[src/rtl/mysystem_pio_key_pkg.sv]
// Shared constants for the push-button input PIO.
// Register word addresses and edge-select encodings.
package mysystem_pio_key_pkg;

  localparam logic [2:0] ADDR_DATA    = 3'd0;
  localparam logic [2:0] ADDR_IRQMASK = 3'd2;
  localparam logic [2:0] ADDR_EDGECAP = 3'd3;

  localparam int EDGE_FALL = 0;
  localparam int EDGE_RISE = 1;
  localparam int EDGE_ANY  = 2;

endpackage

[src/rtl/mysystem_pio_key_debounce.sv]
// Single-bit debouncer for one synchronized key input.
// Counters exist only when PIO_KEY_DEBOUNCE_EN is defined.
module pio_key_debounce #(
  parameter int DEBOUNCE_CYCLES = 500000
) (
  input  logic clk,
  input  logic reset_n,
  input  logic synced,
  output logic debounced
);

`ifdef PIO_KEY_DEBOUNCE_EN
  localparam int CW = $clog2(DEBOUNCE_CYCLES + 1);

  logic [CW-1:0] cnt;

  // Follow synced only after it disagrees for DEBOUNCE_CYCLES cycles.
  always_ff @(posedge clk or negedge reset_n) begin
    if (!reset_n) begin
      cnt       <= '0;
      debounced <= 1'b1;
    end else if (synced == debounced) begin
      cnt <= '0;
    end else if (cnt == CW'(DEBOUNCE_CYCLES - 1)) begin
      cnt       <= '0;
      debounced <= synced;
    end else begin
      cnt <= cnt + CW'(1);
    end
  end
`else
  logic unused_db;

  assign debounced = synced;
  assign unused_db = clk ^ reset_n ^ (DEBOUNCE_CYCLES > 1);
`endif

endmodule

[src/rtl/mysystem_pio_key.sv]
// Avalon-MM input PIO for push-buttons with edge capture and irq.
// Debounce is enabled by defining PIO_KEY_DEBOUNCE_EN.
module mysystem_pio_key
  import mysystem_pio_key_pkg::*;
#(
  parameter int WIDTH           = 4,
  parameter int EDGE_TYPE       = 0,
  parameter int DEBOUNCE_CYCLES = 500000
) (
  input  logic             clk,
  input  logic             reset_n,
  input  logic [2:0]       address,
  input  logic             chipselect,
  input  logic             write_n,
  input  logic [31:0]      writedata,
  input  logic [WIDTH-1:0] in_port,
  output logic [31:0]      readdata,
  output logic             irq
);

  logic [WIDTH-1:0] sync1;
  logic [WIDTH-1:0] sync2;
  logic [WIDTH-1:0] deb;
  logic [WIDTH-1:0] deb_d;
  logic [WIDTH-1:0] edges;
  logic [WIDTH-1:0] mask;
  logic [WIDTH-1:0] ecap;
  logic [WIDTH-1:0] clr;
  logic             wr;
  logic             unused_wdata;

  assign wr           = chipselect & ~write_n;
  assign unused_wdata = ^writedata;

  // Two-flop synchronizer; idle-high reset avoids a fake press.
  always_ff @(posedge clk or negedge reset_n) begin
    if (!reset_n) begin
      sync1 <= '1;
      sync2 <= '1;
    end else begin
      sync1 <= in_port;
      sync2 <= sync1;
    end
  end

  for (genvar i = 0; i < WIDTH; i++) begin : g_deb
    pio_key_debounce #(
      .DEBOUNCE_CYCLES(DEBOUNCE_CYCLES)
    ) u_deb (
      .clk      (clk),
      .reset_n  (reset_n),
      .synced   (sync2[i]),
      .debounced(deb[i])
    );
  end

  // Delayed copy of the debounced level for edge detection.
  always_ff @(posedge clk or negedge reset_n) begin
    if (!reset_n) deb_d <= '1;
    else          deb_d <= deb;
  end

  // Select which transitions of the debounced level count.
  always_comb begin
    edges = deb_d & ~deb;
    if (EDGE_TYPE == EDGE_RISE)
      edges = ~deb_d & deb;
    else if (EDGE_TYPE == EDGE_ANY)
      edges = deb_d ^ deb;
  end

  // Write-1-to-clear mask for the edge-capture register.
  always_comb begin
    clr = '0;
    if (wr && address == ADDR_EDGECAP)
      clr = writedata[WIDTH-1:0];
  end

  // Mask register and sticky capture; a new edge beats a clear.
  always_ff @(posedge clk or negedge reset_n) begin
    if (!reset_n) begin
      mask <= '0;
      ecap <= '0;
    end else begin
      if (wr && address == ADDR_IRQMASK)
        mask <= writedata[WIDTH-1:0];
      ecap <= (ecap & ~clr) | edges;
    end
  end

  assign irq = |(ecap & mask);

  // Zero-wait combinational read mux.
  always_comb begin
    readdata = '0;
    unique case (1'b1)
      (address == ADDR_DATA):    readdata[WIDTH-1:0] = deb;
      (address == ADDR_IRQMASK): readdata[WIDTH-1:0] = mask;
      (address == ADDR_EDGECAP): readdata[WIDTH-1:0] = ecap;
      default:                   readdata = '0;
    endcase
  end

endmodule

[config.mk]
export PLATFORM = sky130hd
export DESIGN_NAME = mysystem_pio_key
export DESIGN_NICKNAME = d
export VERILOG_FILES = /design/src/rtl/mysystem_pio_key_pkg.sv /design/src/rtl/mysystem_pio_key_debounce.sv /design/src/rtl/mysystem_pio_key.sv
export SDC_FILE = /design/constraint.sdc
export NUM_CORES = 1
export LEC_CHECK = 0
export BUFFER_PORTS_ARGS = -buffer_cell sky130_fd_sc_hd__buf_2
export CAP_MARGIN = 10
export CORE_MARGIN = 2
export CORE_UTILIZATION = 30
export DETAILED_ROUTE_END_ITERATION = 8
export GPL_ROUTABILITY_DRIVEN = 0
export SYNTH_ARGS = -nofsm -noshare
export SYNTH_HDL_FRONTEND = slang
export SYNTH_SLANG_ARGS = --single-unit
[constraint.sdc]
create_clock -name clk -period 1.7 [get_ports clk]
set_clock_uncertainty 0.15 [all_clocks]
set_input_delay 0 -clock clk [delete_from_list [all_inputs] [get_ports clk]]
set_output_delay 0 -clock clk [all_outputs]
set_load 0.02 [all_outputs]
==> qor.txt, run 1 <==
Antenna Violating Nets Remaining = 0
Iter 0 DRT Violations = 7
fin util = 37.07%
pre-CTS WS = 0.1280 ns
Finished Cell Area = 1227 um^2
post-synth top area cell = dfstp_2
Post-synth EDFFs = 0
critical-path cell list = mux2i_1, o21a_1, nor2_1, buf_2
Crit. End Element = output port
CTS-repair resized insts = 0
final-report setup violation count = 0
highest clock rate = 0.6712 GHz
WP buf/inv = 1
Yosys top cell area share = 30.96%
RSZ-0062 raised after global routing = no
cts bufs inserted = 3
Ys Warns = 0
first-pass GRT wire length = 2829 um
P per Cell Area = 900.3 nW/um^2
Via density = 3.848
CTS clk-pin slew, worst paths = 0.11 ns
Crit Path Max Fanout = 3
critical path class = flip-flop to output port
Detailed Place HPWL = 1236 um
sequential power share = 50.2%
top cells by count, synth = buf_4, dfstp_2, dfrtp_1, nand3_1, o21ai_0
CTS tree = yes
Clock power frac = 29.0%
clk root buf = clkbuf_4
final slew viol count = 0
area of the core = 3311 um^2
part of the Yosys area used for sequential elements = 50.61%
Synth-to-Final Area Change = 20.52%
final worst slack = 0.2102 ns
Setup crit start kind = flip-flop
Critical Path AT = 1.34 ns
Max stage delay cell, worst path = dfstp_2
Int Pwr = 0.8051 mW
H-tree depth = 1
CP max stage delay = 0.56 ns
Final period util = 87.63%
Clock Sinks = 20
Total Wirelength = 1615 um
count leader, synth = buf_4
Comb power frac = 20.7%
FFs w/ async S/R, synth = 100.0%
Yosys reg bits = 20
total gr overflow = 0
Psw = 0.3000 mW
Mapped Area = 1018 um^2
Synth area leaders = dfstp_2, buf_4, dfrtp_1
I/O Pins = 76
Starting Density = 30.76%
MaxCap Viol Count = 0
Synth Flop Type = dfstp_2
die width = 62.27 um
fraction of layout cells with a size suffix above 1 = 34.40%
status = completed
CTS Buffer Depth = 2
row count = 21
# fillers = 348
minimum clock period = 1.490 ns
First-pass DRT Iterations = 3
DR WL/cell = 9.444 um
diode count = 0
Sw Share = 27.15%
Yosys cell types = 16
clock latency at the later pin of the worst-skew pair = 0.29 ns
GR Util All Layers = 9.080%
port bufs = 19
vias = 658
TNS Setup = 0 ns
placement-stage cell area = 1070 um^2
Fin Hold WS = 0.007605 ns
area of the die = 3877 um^2
Gate Count Post-Synth = 92
Worst VDD drop = 545.3 uV
post-route DRC violation count = 0
Hold Vio Cnt, Final = 0
worst min path class = input pin to asynchronous set/reset pin
worst endpoint required time = 1.55 ns
delay-heaviest family, CP = flip-flops
Lkg Pwr = 0.5929 nW
syn avg cell area = 11.07 um^2
antenna violations before repair = 0
die height = 62.27 um
number of global-route vias before repair = 650
final net count = 169
largest net degree at the start of global routing = 21
-- kinds of logic (layout without fill, tap and decap cells) --
| family | count (synthesis) | count (layout) | synth area share, % |
|---|---|---|---|
| other | 1 | 28 | 0.3682 |
| muxes | 8 | 8 | 9.828 |
| and+or+nand+nor | 15 | 15 | 7.984 |
| AOI/OAI and AO/OA | 14 | 14 | 8.354 |
| buffers and inverters | 34 | 40 | 22.85 |
| DFF | 20 | 20 | 50.61 |
-- per-stage QoR --
stage,power (mW),instances
floorplan,0.7594,119
global placement,0.7695,156
detailed placement,0.7754,156
CTS,1.119,171
global route,1.171,171
finish,1.105,171
-- power by group through the flow --
stage / combinational (mW) / clock [mW] / sequential [mW]
4_1_cts: 0.230 / 0.333 / 0.556
3_3_place_gp: 0.208 / 0 / 0.561
2_1_floorplan: 0.205 / 0 / 0.554
6_report: 0.229 / 0.321 / 0.555
5_1_grt: 0.250 / 0.361 / 0.561
3_5_place_dp: 0.211 / 0 / 0.564
-- metal layers --
layer,vias to the layer above,global-route usage (%),part of all wire (%)
met5,-,0,0
met4,0,3.056,3.0
met3,4,3.442,6.7
met2,36,17.39,53
met1,303,8.871,37
li1,315,-,-
-- layout make-up --
cell class	count	area (um^2)	share of cell area, %
Tap cell	46	57.56	4.689
Clock buffer	4	47.55	3.874
Inverter	4	15.01	1.223
Timing Repair Buffer	32	220.2	17.94
Sequential cell	20	515.5	42.00
Multi-Input combinational cell	65	371.6	30.28
-- placed cells by master, fill, tap and decap left out, types with 2 or more instances in the layout --
| cell type | Yosys | routed |
|---|---|---|
| mux2_4 | 4 | 4 |
| dlygate4sd3_1 | 0 | 11 |
| nor2_1 | 4 | 4 |
| a22oi_1 | 2 | 2 |
| conb_1 | 1 | 28 |
| dfrtp_1 | 8 | 8 |
| or3b_4 | 2 | 2 |
| o21a_1 | 4 | 4 |
| o21ai_0 | 8 | 8 |
| dfstp_2 | 12 | 12 |
| inv_1 | 4 | 4 |
| mux2i_1 | 4 | 4 |
| nand3_1 | 8 | 8 |
| buf_4 | 28 | 2 |
| buf_2 | 0 | 19 |
| clkbuf_4 | 0 | 3 |
-- path summary, 6_finish.rpt --
path / startpoint / endpoint / slack [ns] / cells after the start
worst min-delay path: reset_n / ecap[0] / 0.008 / 2
min in group clk: address[1] / ecap[0] / 0.07 / 5
worst max-delay path: sync2[2] / readdata[2] / 0.21 / 4
worst max register to register: deb_d[2] / ecap[2] / 0.73 / 2
max in group asynchronous: reset_n / sync1[3] / 1.06 / 2
worst min register to register: sync1[2] / sync2[2] / 0.21 / 0
-- sequential cells by signal (all words and copies together) (netlist names) --
name / flops
deb_d: 4
ecap: 4
sync1: 4
sync2: 4
mask: 4
-- what timing repair did --
item                      in CTS  in global routing
hold buffers                  11                  0
hold endpoints to repair      32                  0
buffers inserted               0                  0
Note: power is estimated with default switching activity, not from simulation.
==> inputs of run 2 (changes only) <==
--- a/config.mk
+++ b/config.mk
@@ -5,6 +5,8 @@
 export SDC_FILE = /design/constraint.sdc
 export NUM_CORES = 1
 export LEC_CHECK = 0
+export ABC_AREA = 1
+export ABC_CLOCK_PERIOD_IN_PS = 1700
 export BUFFER_PORTS_ARGS = -buffer_cell sky130_fd_sc_hd__buf_2
 export CAP_MARGIN = 10
 export CORE_MARGIN = 2
==> run 2 against run 1 <==
Against the previous run:
- via count rose by 15%
- the run now ends with negative hold slack left
- flip-flop and latch count did not move
- fmax fell by 8.0%
- largest power group unchanged
- combinational power fell by 7%
- worst hold slack got worse by 0.064 ns
- first-iteration DRC count rose by 29%
==> qor.txt, run 2 <==
Clock power frac = 22.3% (-6.7 points)
most frequent CP cell = dlygate4sd3_1
sequential power share = 56.1% (+5.9 points)
Int Pwr = 0.6742 mW (-16%)
Via density = 3.907 (+1.5%)
post-route DRC violation count = 0 (unchanged)
Detailed Place HPWL = 1295 um (+4.8%)
part of the Yosys area used for sequential elements = 50.31% (-0.31 points)
area of the core = 3311 um^2 (unchanged)
Yosys top cell area share = 30.77% (-0.19 points)
Post-synth EDFFs = 0 (unchanged)
Hold Vio Cnt, Final = 5 (+5)
critical-path cell list = dlygate4sd3_1, buf_2, nor3_4, nand3_1, dlygate4sd3_1, nand2_1
FFs w/ async S/R, synth = 100.0% (unchanged)
count leader, synth = nand2_1
CTS clk-pin slew, worst paths = 0.11 ns (about the same)
placement-stage cell area = 1069 um^2 (-0.12%)
clk root buf = clkbuf_4
highest clock rate = 0.6173 GHz (-8.0%)
worst min path class = input pin to flip-flop
pre-CTS WS = 0.6391 ns (+0.5112 ns)
Clock Sinks = 20 (unchanged)
reg-to-reg endpoint = ecap[3]
# fillers = 343 (-1.4%)
die width = 62.45 um (+0.29%)
Synth-to-Final Area Change = 21.37%
antenna violations before repair = 0 (unchanged)
post-synth top area cell = dfstp_2
row count = 21 (unchanged)
Total Wirelength = 1771 um (+9.7%)
Reg2Reg Depth = 3 (+1)
Cell Count, Final, Fillers Out = 194 (+13%)
Worst Setup SP = address[2]
Fin Hold WS = -0.05644 ns (-0.06404 ns)
number of global-route vias before repair = 718 (+10%)
port bufs = 19 (unchanged)
final-report setup violation count = 0 (unchanged)
Crit Path Max Fanout = 8 (+5)
RSZ-0062 raised after global routing = no
WP buf/inv = 3 (+2)
final net count = 193 (+14%)
Mapped Area = 1025 um^2 (+0.61%)
H-tree depth = 1 (unchanged)
Setup crit start kind = input pin
Starting Density = 30.95% (+0.19 points)
Reg-to-Reg Start = sync2[3]
clock latency at the later pin of the worst-skew pair = 0.29 ns (about the same)
First-pass DRT Iterations = 6 (+3)
Sw Share = 31.24% (+4.1 points)
setup repair bufs after CTS = 0 (unchanged)
final worst slack = 0.08014 ns (-0.1301 ns)
diode count = 0 (unchanged)
CP max stage delay = 0.57 ns (about the same)
worst endpoint required time = 1.78 ns (+0.23 ns)
Synth Flop Type = dfstp_2
GR Util All Layers = 9.566% (+0.49 points)
fin util = 37.57% (+0.49 points)
minimum clock period = 1.620 ns (+0.1301 ns)
I/O Pins = 76 (unchanged)
Antenna Violating Nets Remaining = 0 (unchanged)
Yosys reg bits = 20 (unchanged)
Synth area leaders = dfstp_2, buf_4, dfrtp_1
CP Depth = 6 (+2)
MaxCap Viol Count = 0 (unchanged)
Psw = 0.3063 mW (+2.1%)
most frequent cells in the layout = nand2_1, conb_1, buf_2
Finished Cell Area = 1244 um^2 (+1.3%)
Max stage delay cell, worst path = dlygate4sd3_1
Reg2Reg Setup Slack = 0.76 ns (+0.03 ns)
Lkg Pwr = 0.6370 nW (+7.4%)
total gr overflow = 0 (unchanged)
syn avg cell area = 9.149 um^2 (-17%)
Comb power frac = 21.6% (+0.9 points)
Ys Warns = 0 (unchanged)
first-pass GRT wire length = 3063 um (+8.3%)
Crit. End Element = flip-flop
TNS Setup = 0 ns (unchanged)
DR WL/cell = 9.129 um (-3.3%)
critical path class = input pin to flip-flop
die height = 62.45 um (+0.29%)
CTS Buffer Depth = 2 (unchanged)
Design Power = 0.9805 mW (-11%)
status = complete, but fails checks
Iter 0 DRT Violations = 9 (+2)
fraction of layout cells with a size suffix above 1 = 26.35% (-8.0 points)
CTS tree = yes
failing checks = negative hold slack
cts bufs inserted = 3 (unchanged)
Setup crit end = mask[3]
delay-heaviest family, CP = buffers and inverters
vias = 758 (+15%)
Gate Count Post-Synth = 112 (+22%)
area of the die = 3899 um^2 (+0.58%)
Worst VDD drop = 367.4 uV (-33%)
Yosys cell types = 13 (-3)
most common cell after layout, fill and taps aside = nand2_1
Placed Instances = 176 (+13%)
P per Cell Area = 788.4 nW/um^2 (-12%)
Critical Path AT = 1.70 ns (+0.36 ns)
top cells by count, synth = nand2_1, buf_4, nand3_1
final slew viol count = 0 (unchanged)
largest net degree at the start of global routing = 21 (unchanged)
Final period util = 95.29% (+7.7 points)
-- run 2: power groups by stage --
| stage | clock network [mW] | logic, mW | registers (mW) |
|---|---|---|---|
| after floorplan | 0 | 0.182 | 0.551 |
| after global placement | 0 | 0.185 | 0.556 |
| after detailed placement | 0 | 0.188 | 0.558 |
| after CTS | 0.228 | 0.213 | 0.550 |
| after global routing | 0.249 | 0.234 | 0.555 |
| final | 0.218 | 0.212 | 0.550 |
-- run 2: kinds of logic (layout without fill, tap and decap cells) --
group / Yosys count / in the layout / synth area share, %
other: 1 / 28 / 0.3659
buffers and inverters: 36 / 45 / 23.44
and+or+nand+nor: 55 / 55 / 25.89
DFF: 20 / 20 / 50.30
-- run 2: layout make-up --
| class | count | area (um^2) | area share (%) |
|---|---|---|---|
| Clock buffer | 3 | 22.52 | 1.811 |
| Timing Repair Buffer | 34 | 247.7 | 19.92 |
| Inverter | 8 | 30.03 | 2.414 |
| Tap cell | 46 | 57.56 | 4.628 |
| Multi-Input combinational cell | 83 | 370.4 | 29.78 |
| Sequential cell | 20 | 515.5 | 41.45 |
-- run 2: worst min-delay path: stages --
cell and delay, ns:
buf_2 0.14, nor3_4 0.08, nand3_1 0.08, nand2_1 0.06
-- run 2: routing by layer --
| layer | vias to the layer above | global-route usage (%) | wire length [um] |
|---|---|---|---|
| met2 | 38 | 17.34 | 919 |
| met1 | 349 | 11.01 | 726 |
| li1 | 369 | - | - |
| met3 | 2 | 1.261 | 107 |
| met4 | 0 | 4.722 | 18 |
| met5 | - | 0 | 0 |
-- run 2: worst min-delay path by stage --
stage | end | start | cells past startpoint | slack, ns
after global routing | mask[0] | address[0] | 4 | 0.002
after global placement | ecap[0] | reset_n | 1 | -0.19
final | mask[0] | address[0] | 4 | -0.06
after CTS | mask[1] | reset_n | 2 | 0.02
after floorplan | ecap[0] | reset_n | 0 | -0.45
after detailed placement | ecap[0] | reset_n | 1 | -0.19
-- run 2: what timing repair did --
action                                  in CTS  in global routing
hold endpoints to repair                    32                  0
resized for setup                            0                  1
endpoints found under the setup margin       0                  8
hold buffers                                17                  0
